File: config.mk
export PLATFORM = sky130hd
export DESIGN_NAME = fifo_push_arbiter
export DESIGN_NICKNAME = d
export VERILOG_FILES = /design/src/rtl/fifo_push_arbiter.sv
export SDC_FILE = /design/constraint.sdc
export NUM_CORES = 1
export LEC_CHECK = 0
export CAP_MARGIN = 10
export CORE_MARGIN = 2
export CORE_UTILIZATION = 41
export DETAILED_ROUTE_END_ITERATION = 10
export PLACE_DENSITY = 0.78
export SLEW_MARGIN = 15
export SYNTH_ARGS = -nofsm -noshare
export SYNTH_HDL_FRONTEND = slang
export SYNTH_SLANG_ARGS = --single-unit
File: constraint.sdc
create_clock -name clk -period 1.9 [get_ports clk]
set_input_delay 0.475 -clock clk [delete_from_list [all_inputs] [get_ports clk]]
set_output_delay 0.475 -clock clk [all_outputs]
set_load 0.01 [all_outputs]
File: src/rtl/fifo_push_arbiter.sv
// rtl/fifo_push_arbiter.sv - two-requester push arbiter with occupancy count for a fifo element chain
// Optional build macro: FIFO_ARB_FIXED_PRIORITY_EN (requester 0 always wins instead of round-robin)
module fifo_push_arbiter #(
    parameter int WIDTH = 8,
    parameter int DEPTH = 4,
    parameter int CNT_W = 3
) (
    input  logic             clk,
    input  logic             reset_n,
    input  logic             req0,
    input  logic [WIDTH-1:0] d0,
    output logic             ack0,
    input  logic             req1,
    input  logic [WIDTH-1:0] d1,
    output logic             ack1,
    output logic [WIDTH-1:0] fifo_d_in,
    output logic             fifo_in_strobe,
    input  logic             fifo_full,
    input  logic             fifo_out_strobe,
    output logic [CNT_W-1:0] count,
    output logic             busy
);

    typedef enum logic [1:0] {IDLE, LOAD, STROBE, SETTLE} state_t;

    localparam logic [CNT_W-1:0] DEPTH_C = CNT_W'(DEPTH);

    state_t state, state_nxt;
    logic   winner;
    logic   pick;
    logic   grant;
    logic   push;
    logic   pop;

`ifndef FIFO_ARB_FIXED_PRIORITY_EN
    logic   rr;
`endif

    always_comb begin
        grant = (req0 | req1) && !fifo_full && (count < DEPTH_C);
`ifdef FIFO_ARB_FIXED_PRIORITY_EN
        pick  = !req0;
`else
        // pick == 1 selects requester 1; the pointed-to requester wins when it asks
        pick  = rr ? req1 : !req0;
`endif
        state_nxt = state;
        case (state)
            IDLE:    if (grant) state_nxt = LOAD;
            LOAD:    state_nxt = STROBE;
            STROBE:  state_nxt = SETTLE;
            SETTLE:  state_nxt = IDLE;
            default: state_nxt = IDLE;
        endcase
    end

    assign push           = (state == STROBE) && (count != DEPTH_C);
    assign pop            = fifo_out_strobe && (count != '0);
    assign fifo_in_strobe = (state == STROBE);
    assign ack0           = fifo_in_strobe && !winner;
    assign ack1           = fifo_in_strobe && winner;
    assign busy           = (state != IDLE);

    always_ff @(posedge clk or negedge reset_n) begin
        if (!reset_n) begin
            state     <= IDLE;
            winner    <= 1'b0;
            fifo_d_in <= '0;
            count     <= '0;
        end else begin
            state <= state_nxt;
            // data is captured with the grant so it is visible throughout LOAD
            if (state == IDLE && grant) begin
                winner    <= pick;
                fifo_d_in <= pick ? d1 : d0;
            end
            case ({push, pop})
                2'b10:   count <= count + CNT_W'(1);
                2'b01:   count <= count - CNT_W'(1);
                default: count <= count;
            endcase
        end
    end

`ifndef FIFO_ARB_FIXED_PRIORITY_EN
    always_ff @(posedge clk or negedge reset_n) begin
        if (!reset_n)
            rr <= 1'b0;
        else if (state == STROBE)
            rr <= !winner;
    end
`endif

endmodule

==> key figures, run 1 <==
Routing
  – DR iter-0 viols: 15
  – Vias per cell: 5.33
  – Via count: 842
  – WL/cell: 14.6 um
  – Detailed Routing Iterations Pass 1: 4
  – Final ANT Viol Nets: 0
  – Drt total wl: 2.30 mm
  – DRC: 0

STA
  – Final setup fails: 0
  – Final Max Tran Viols: 0
  – Fin crit period: 1840 ps
  – Period utilization: 97.0%
  – Fmax achieved: 542 MHz
  – Slew headroom: 55.6%
  – Worst-Margin Slew: 664 ps
  – Worst clock skew: 4.29 ps
  – Final Hold Viols: 0
  – Min Hold Slack: 543 ps

Die
  – Total I/O pin count: 37
  – Core area: 1980 um2
  – Starting density of the core: 43.9%
  – Rows: 16
  – Die area: 2510 um2
  – Die width: 50.1 um
  – DIE HEIGHT: 50.1 um

Global routing
  – Grt ovf: 0
  – Gr usage total: 20.8%
  – Most used routing layer: met2
  – Met1 Usage GRT: 25.0%
  – Vias in the first global route: 879
  – Met2 Use GR: 37.3%
  – First-pass GRT wire length: 3.90 mm
  – Initial antenna violation count: 0
  – Met3 Use GR: 3.94%
  – Largest net degree at the start of global routing: 16

Place
  – DP Wirelength: 1.64 mm
  – IO buf count: 36
  – Placed Cells incl. Taps: 154
  – Routability cong.: 0.788

Worst setup path
  – Most frequent cell on the critical path: xor2_1
  – WP buf/inv: 2
  – Crit path cell chain: clkdlybuf4s50_1, o31a_1, ha_2, inv_2, fa_2, xor2_1, nor2_1, xor2_1
  – CP Launch Type: input port
  – Critical path type: input port to register
  – Max FO, Critical Path: 2
  – CP peak stage delay: 460 ps
  – Type of element capturing the critical path: register
  – Critical path's slowest cell: clkdlybuf4s50_1
  – Worst endpoint data arrival time: 2070 ps
  – Worst path required time: 2120 ps
  – CP top delay family: adder cells

Power and ir drop
  – Clk network pwr share: 9.6%
  – Switching share of power: 39.7%
  – NetSw: 797 uW
  – Comb pwr share: 59.6%
  – Worst VDD drop: 1090 uV
  – Flop pwr share: 30.8%
  – Pint: 1.21 mW
  – Lkg Pwr: 0.565 nW
  – Pwr Density: 1530 nW/um2

Clock tree
  – CTS Buf Count: 3
  – CTS tree: yes
  – H-Tree Depth: 1
  – Clock Latency Late Sink: 290 ps
  – Worst-path clk slew: 90 ps
  – Clock tree sinks: 15
  – Longest Clk Path Bufs: 2
  – Root Buffer: clkbuf_4

Yosys
  – #FFs+latches synth: 15
  – Synth Net Count: 116
  – Sequential area share after synthesis: 43.1%
  – Syn avg cell area: 9.78 um2
  – Biggest area consumer among synthesized cells: dfrtp_1
  – Yosys cell types: 27
  – Synth area leaders: dfrtp_1, a31oi_1, ha_1
  – Yosys top cell area share: 43.1%
  – Ys flop type: dfrtp_1
  – Most common cell in the synthesized netlist: a31oi_1
  – Cells after Synth: 89
  – Synth Cell Area: 871 um2
  – Number of synthesized flops with an enable pin: 0
  – Synth cell count leaders: a31oi_1, dfrtp_1, nand3_1
  – Synth async-reset ratio: 100%
  – Yosys Warn Count: 0

Layout
  – Area delta synth->final: 50.4%
  – Filler Cell Count: 176
  – N_diodes: 0
  – Share of cells above drive strength 1: 16.0%
  – Multi-input logic area: 442 um2
  – Net count, final: 159
  – Reg area: 375 um2
  – Layout Cells excl Fill: 158

Hold path
  – Worst Hold Class: register to register

Run
  – Max-Cap Viols: 0

Outcome
  – Status: complete, no violations
power groups by stage:
| stage | Clock, mW | Combinational (mW) | Sequential [mW] |
|---|---|---|---|
| finish | 0.192 | 1.20 | 0.618 |
| global route | 0.206 | 1.33 | 0.643 |
| CTS | 0.197 | 1.21 | 0.616 |
| detailed placement | 0 | 1.19 | 0.622 |
| global placement | 0 | 1.16 | 0.615 |
| floorplan | 0 | 0.602 | 0.657 |
worst reg2reg max path: stages (launching register included):
cell	delay, ps
dfrtp_1	440
inv_1	120
nand3_1	90
nand2_1	90
ha_2	190
inv_2	40
fa_2	340
xor2_1	140
nor2_1	120
xor2_1	150
timing repair:
item | 4_1_cts | 5_1_grt
hold buffers | 0 | 0
hold endpoints to repair | 0 | 0
resized for setup | 8 | 6
pin swaps | 0 | 3
setup buffers | 1 | 0
endpoints found under the setup margin | 4 | 4
sequential cells by signal, summed over array words and instances (netlist names):
| name | count |
|---|---|
| winner | 1 |
| state | 2 |
| rr | 1 |
| fifo_d_in | 8 |
| count | 3 |
logic make-up (layout without fill, tap and decap cells):
group                      count (synthesis)  in the layout  share of synthesized area (%)
AOI/OAI and AO/OA                         26             26                           18.0
and+or+nand+nor                           24             24                           15.5
DFF                                       15             15                           43.1
buffers and inverters                     12             54                           7.04
adders and majority gates                  5              5                           8.05
muxes                                      4              4                           5.32
xor gates and xnor gates                   3              3                           3.02
final timing paths:
kind	from	endpoint	slack (ps)	depth (start not counted)
max in group asynchronous	reset_n	count[1]	900	1
min in group asynchronous	reset_n	fifo_d_in[6]	580	1
min	state[1]	state[1]	540	1
max	fifo_out_strobe	count[2]	60	8
max reg2reg	count[0]	count[2]	110	9
min reg2reg	state[1]	state[1]	540	1
layout make-up:
class,instances,share of cell area [%]
Multi-Input combinational cell,62,33.7
Timing Repair Buffer,44,31.2
Sequential cell,15,28.7
Tap cell,27,2.58
Clock buffer,3,1.72
Inverter,6,1.72
Clock inverter,1,0.382
per-layer routing:
| layer | share of wire [%] | wire (um) |
|---|---|---|
| met5 | 0 | 0 |
| met4 | 0.70 | 16 |
| met3 | 8.2 | 188 |
| met2 | 50 | 1140 |
| met1 | 42 | 957 |
cell usage in the layout, fill, tap and decap left out, types with 2 or more instances in the layout:
master / instances
nand2b_1: 2
a31oi_1: 16
dfrtp_1: 15
mux2i_1: 2
clkbuf_4: 3
nand3_1: 9
buf_4: 8
xor2_1: 2
inv_1: 5
ha_2: 2
o21ai_0: 8
ha_1: 2
clkdlybuf4s50_1: 32
nor2_1: 5
nor2b_1: 2
per-stage QoR:
step	area (um2)	setup TNS [ps]	power [mW]	util (%)	worst slack [ps]
floorplan	871	0	1.26	-	146
global placement	1290	-198	1.78	64.9	-192
detailed placement	1290	-254	1.82	64.9	-221
CTS	1320	0	2.02	66.7	11.2
global route	1310	-12.2	2.18	66.1	-12.2
finish	1310	0	2.01	66.1	56.4
(Power assumes the default switching activity.)
==> inputs of run 2 (changes only) <==
- CORE_ASPECT_RATIO: unset -> 1.75
- CORE_UTILIZATION: 41 -> 30
- PLACE_DENSITY: 0.78 -> unset
==> run 2 against run 1 <==
Compared with the run above: sequential power rose by 1%; first-iteration DRC count decreased by 6.7%; total power rose by 9.6%; critical path type is now register to output pin.
==> key figures, run 2 (synthesis gave the netlist of run 1 again) <==
Power and ir drop
  – Lkg Pwr: 0.607 nW
  – Worst VDD drop: 864 uV
  – Pwr Density: 1570 nW/um2

Routing
  – Vias per cell: 5.20
  – DR iter-0 viols: 14
  – Via count: 848
  – Drt total wl: 2.41 mm
  – Final ANT Viol Nets: 0
  – Detailed Routing Iterations Pass 1: 4
  – DRC: 0
  – WL/cell: 14.8 um

Die
  – Die width: 44.7 um
  – Total I/O pin count: 37
  – Starting density of the core: 32.0%
  – Rows: 25
  – Core area: 2720 um2
  – DIE HEIGHT: 75.3 um
  – Die area: 3370 um2

STA
  – Final setup fails: 0
  – Fmax achieved: 542 MHz
  – Final Hold Viols: 0
  – Period utilization: 97.1%
  – Slew headroom: 79.3%
  – Final TNS setup: 0 ps
  – RSZ-0062 raised after global routing: true
  – Worst clock skew: 0.777 ps
  – Worst-Margin Slew: 311 ps
  – Fin crit period: 1840 ps
  – Final Max Tran Viols: 0

Clock tree
  – # hold bufs at CTS: 0
  – CTS tree: yes
  – Clock tree sinks: 15
  – Root Buffer: clkbuf_8
  – Worst-path clk slew: 70 ps
  – Clock Latency Late Sink: 250 ps
  – H-Tree Depth: 1
  – CTS Buf Count: 3
  – Longest Clk Path Bufs: 2

Layout
  – Most flop-heavy register: fifo_d_in
  – Most frequent cells in the layout: clkdlybuf4s50_1, a31oi_1, dfrtp_1
  – Layout Cells excl Fill: 163
  – Cell area after layout: 1400 um2
  – Share of cells above drive strength 1: 19.1%
  – Filler Cell Count: 256
  – N_diodes: 0
  – Top Registers: fifo_d_in (8), count (3), state (2)
  – Final core occ: 51.5%
  – Net count, final: 164
  – Area delta synth->final: 60.9%
  – Flip-flop count of the largest register after layout: 8
  – Most common cell after layout, fill and taps aside: clkdlybuf4s50_1

Worst setup path
  – Critical path type: register to output pin
  – Worst path required time: 1420 ps
  – Worst endpoint data arrival time: 1370 ps
  – Reg2reg start: state[1]
  – Reg2reg setup slack: 120 ps
  – Max FO, Critical Path: 3
  – CP Launch Type: register
  – Type of element capturing the critical path: output pin
  – R2r worst-path depth: 9
  – R2r endpoint: count[2]

Place
  – Routability cong.: 0.775
  – DP Wirelength: 1.84 mm
  – Placed Cells incl. Taps: 157
  – Cell Area, Placed: 1310 um2
  – IO buf count: 36

Global routing
  – Vias in the first global route: 945
  – Initial antenna violation count: 0
  – Grt ovf: 0
  – Met1 Usage GRT: 17.0%
  – Gr usage total: 16.6%
  – Most used routing layer: met2
  – Met2 Use GR: 31.2%
  – First-pass GRT wire length: 4.14 mm
  – Largest net degree at the start of global routing: 16
  – Met3 Use GR: 4.08%

Run
  – Max-Cap Viols: 0

Outcome
  – Status: complete, no violations

Hold path
  – Worst Hold Class: input port to asynchronous set/reset pin
run 2: where the power goes:
part           total [mW]  internal (mW)  leakage (nW)  switching [mW]
Combinational        1.30          0.720         0.414           0.579
Sequential          0.626          0.492         0.171           0.134
Clock               0.276          0.148        0.0217           0.129
run 2: layout make-up:
class | instances | area (um2) | area share (%)
multi-input cells | 62 | 464 | 33.1
repair buffers | 49 | 457 | 32.6
flip-flops and latches | 15 | 375 | 26.8
clock buffers | 3 | 41.3 | 2.95
well taps | 27 | 33.8 | 2.41
inverters | 6 | 22.5 | 1.61
clock inverters | 1 | 7.51 | 0.536
run 2: critical path, cell delays in order, from the launching register on:
cell and delay [ps]:
dfrtp_1 410, ha_4 190, buf_4 130, nor2b_1 120, dlygate4sd2_1 270
run 2: worst max-delay path by stage:
stage / start / end / slack [ps] / cells after the start
finish: state[1] / ack0 / 60 / 4
global route: state[1] / busy / -2 / 5
CTS: fifo_out_strobe / count[2] / 0.6 / 8
detailed placement: fifo_out_strobe / count[2] / -240 / 8
global placement: fifo_out_strobe / count[2] / -190 / 8
floorplan: state[0] / count[2] / 150 / 9
run 2: routing by layer:
metal / part of all wire, % / routed length (um) / vias to the layer above
li1: - / - / 411
met5: 0 / 0 / -
met3: 6.7 / 161 / 4
met4: 1.6 / 38 / 0
met2: 54 / 1290 / 28
met1: 38 / 916 / 405
run 2: metrics by stage:
step	setup slack, ps	power (mW)	hold WS [ps]
2_1_floorplan	146	1.26	179
3_5_place_dp	-239	1.86	517
4_1_cts	0.595	2.15	537
5_1_grt	-1.68	2.38	572
3_3_place_gp	-185	1.83	498
6_report	55.6	2.20	534
run 2: what timing repair did:
action / CTS / global route
buffers inserted: 2 / 1
pin swaps: 3 / 4
gates cloned: 0 / 0
resized for setup: 9 / 5
endpoints found under the setup margin: 5 / 1
==> inputs of run 3 (changes only) <==
- CORE_ASPECT_RATIO: 1.75 -> unset
- CORE_UTILIZATION: 30 -> 41
- PLACE_DENSITY: unset -> 0.78
==> results of run 3 <==
Same layout as run 1: the final DEF is identical, and so are final timing and power.
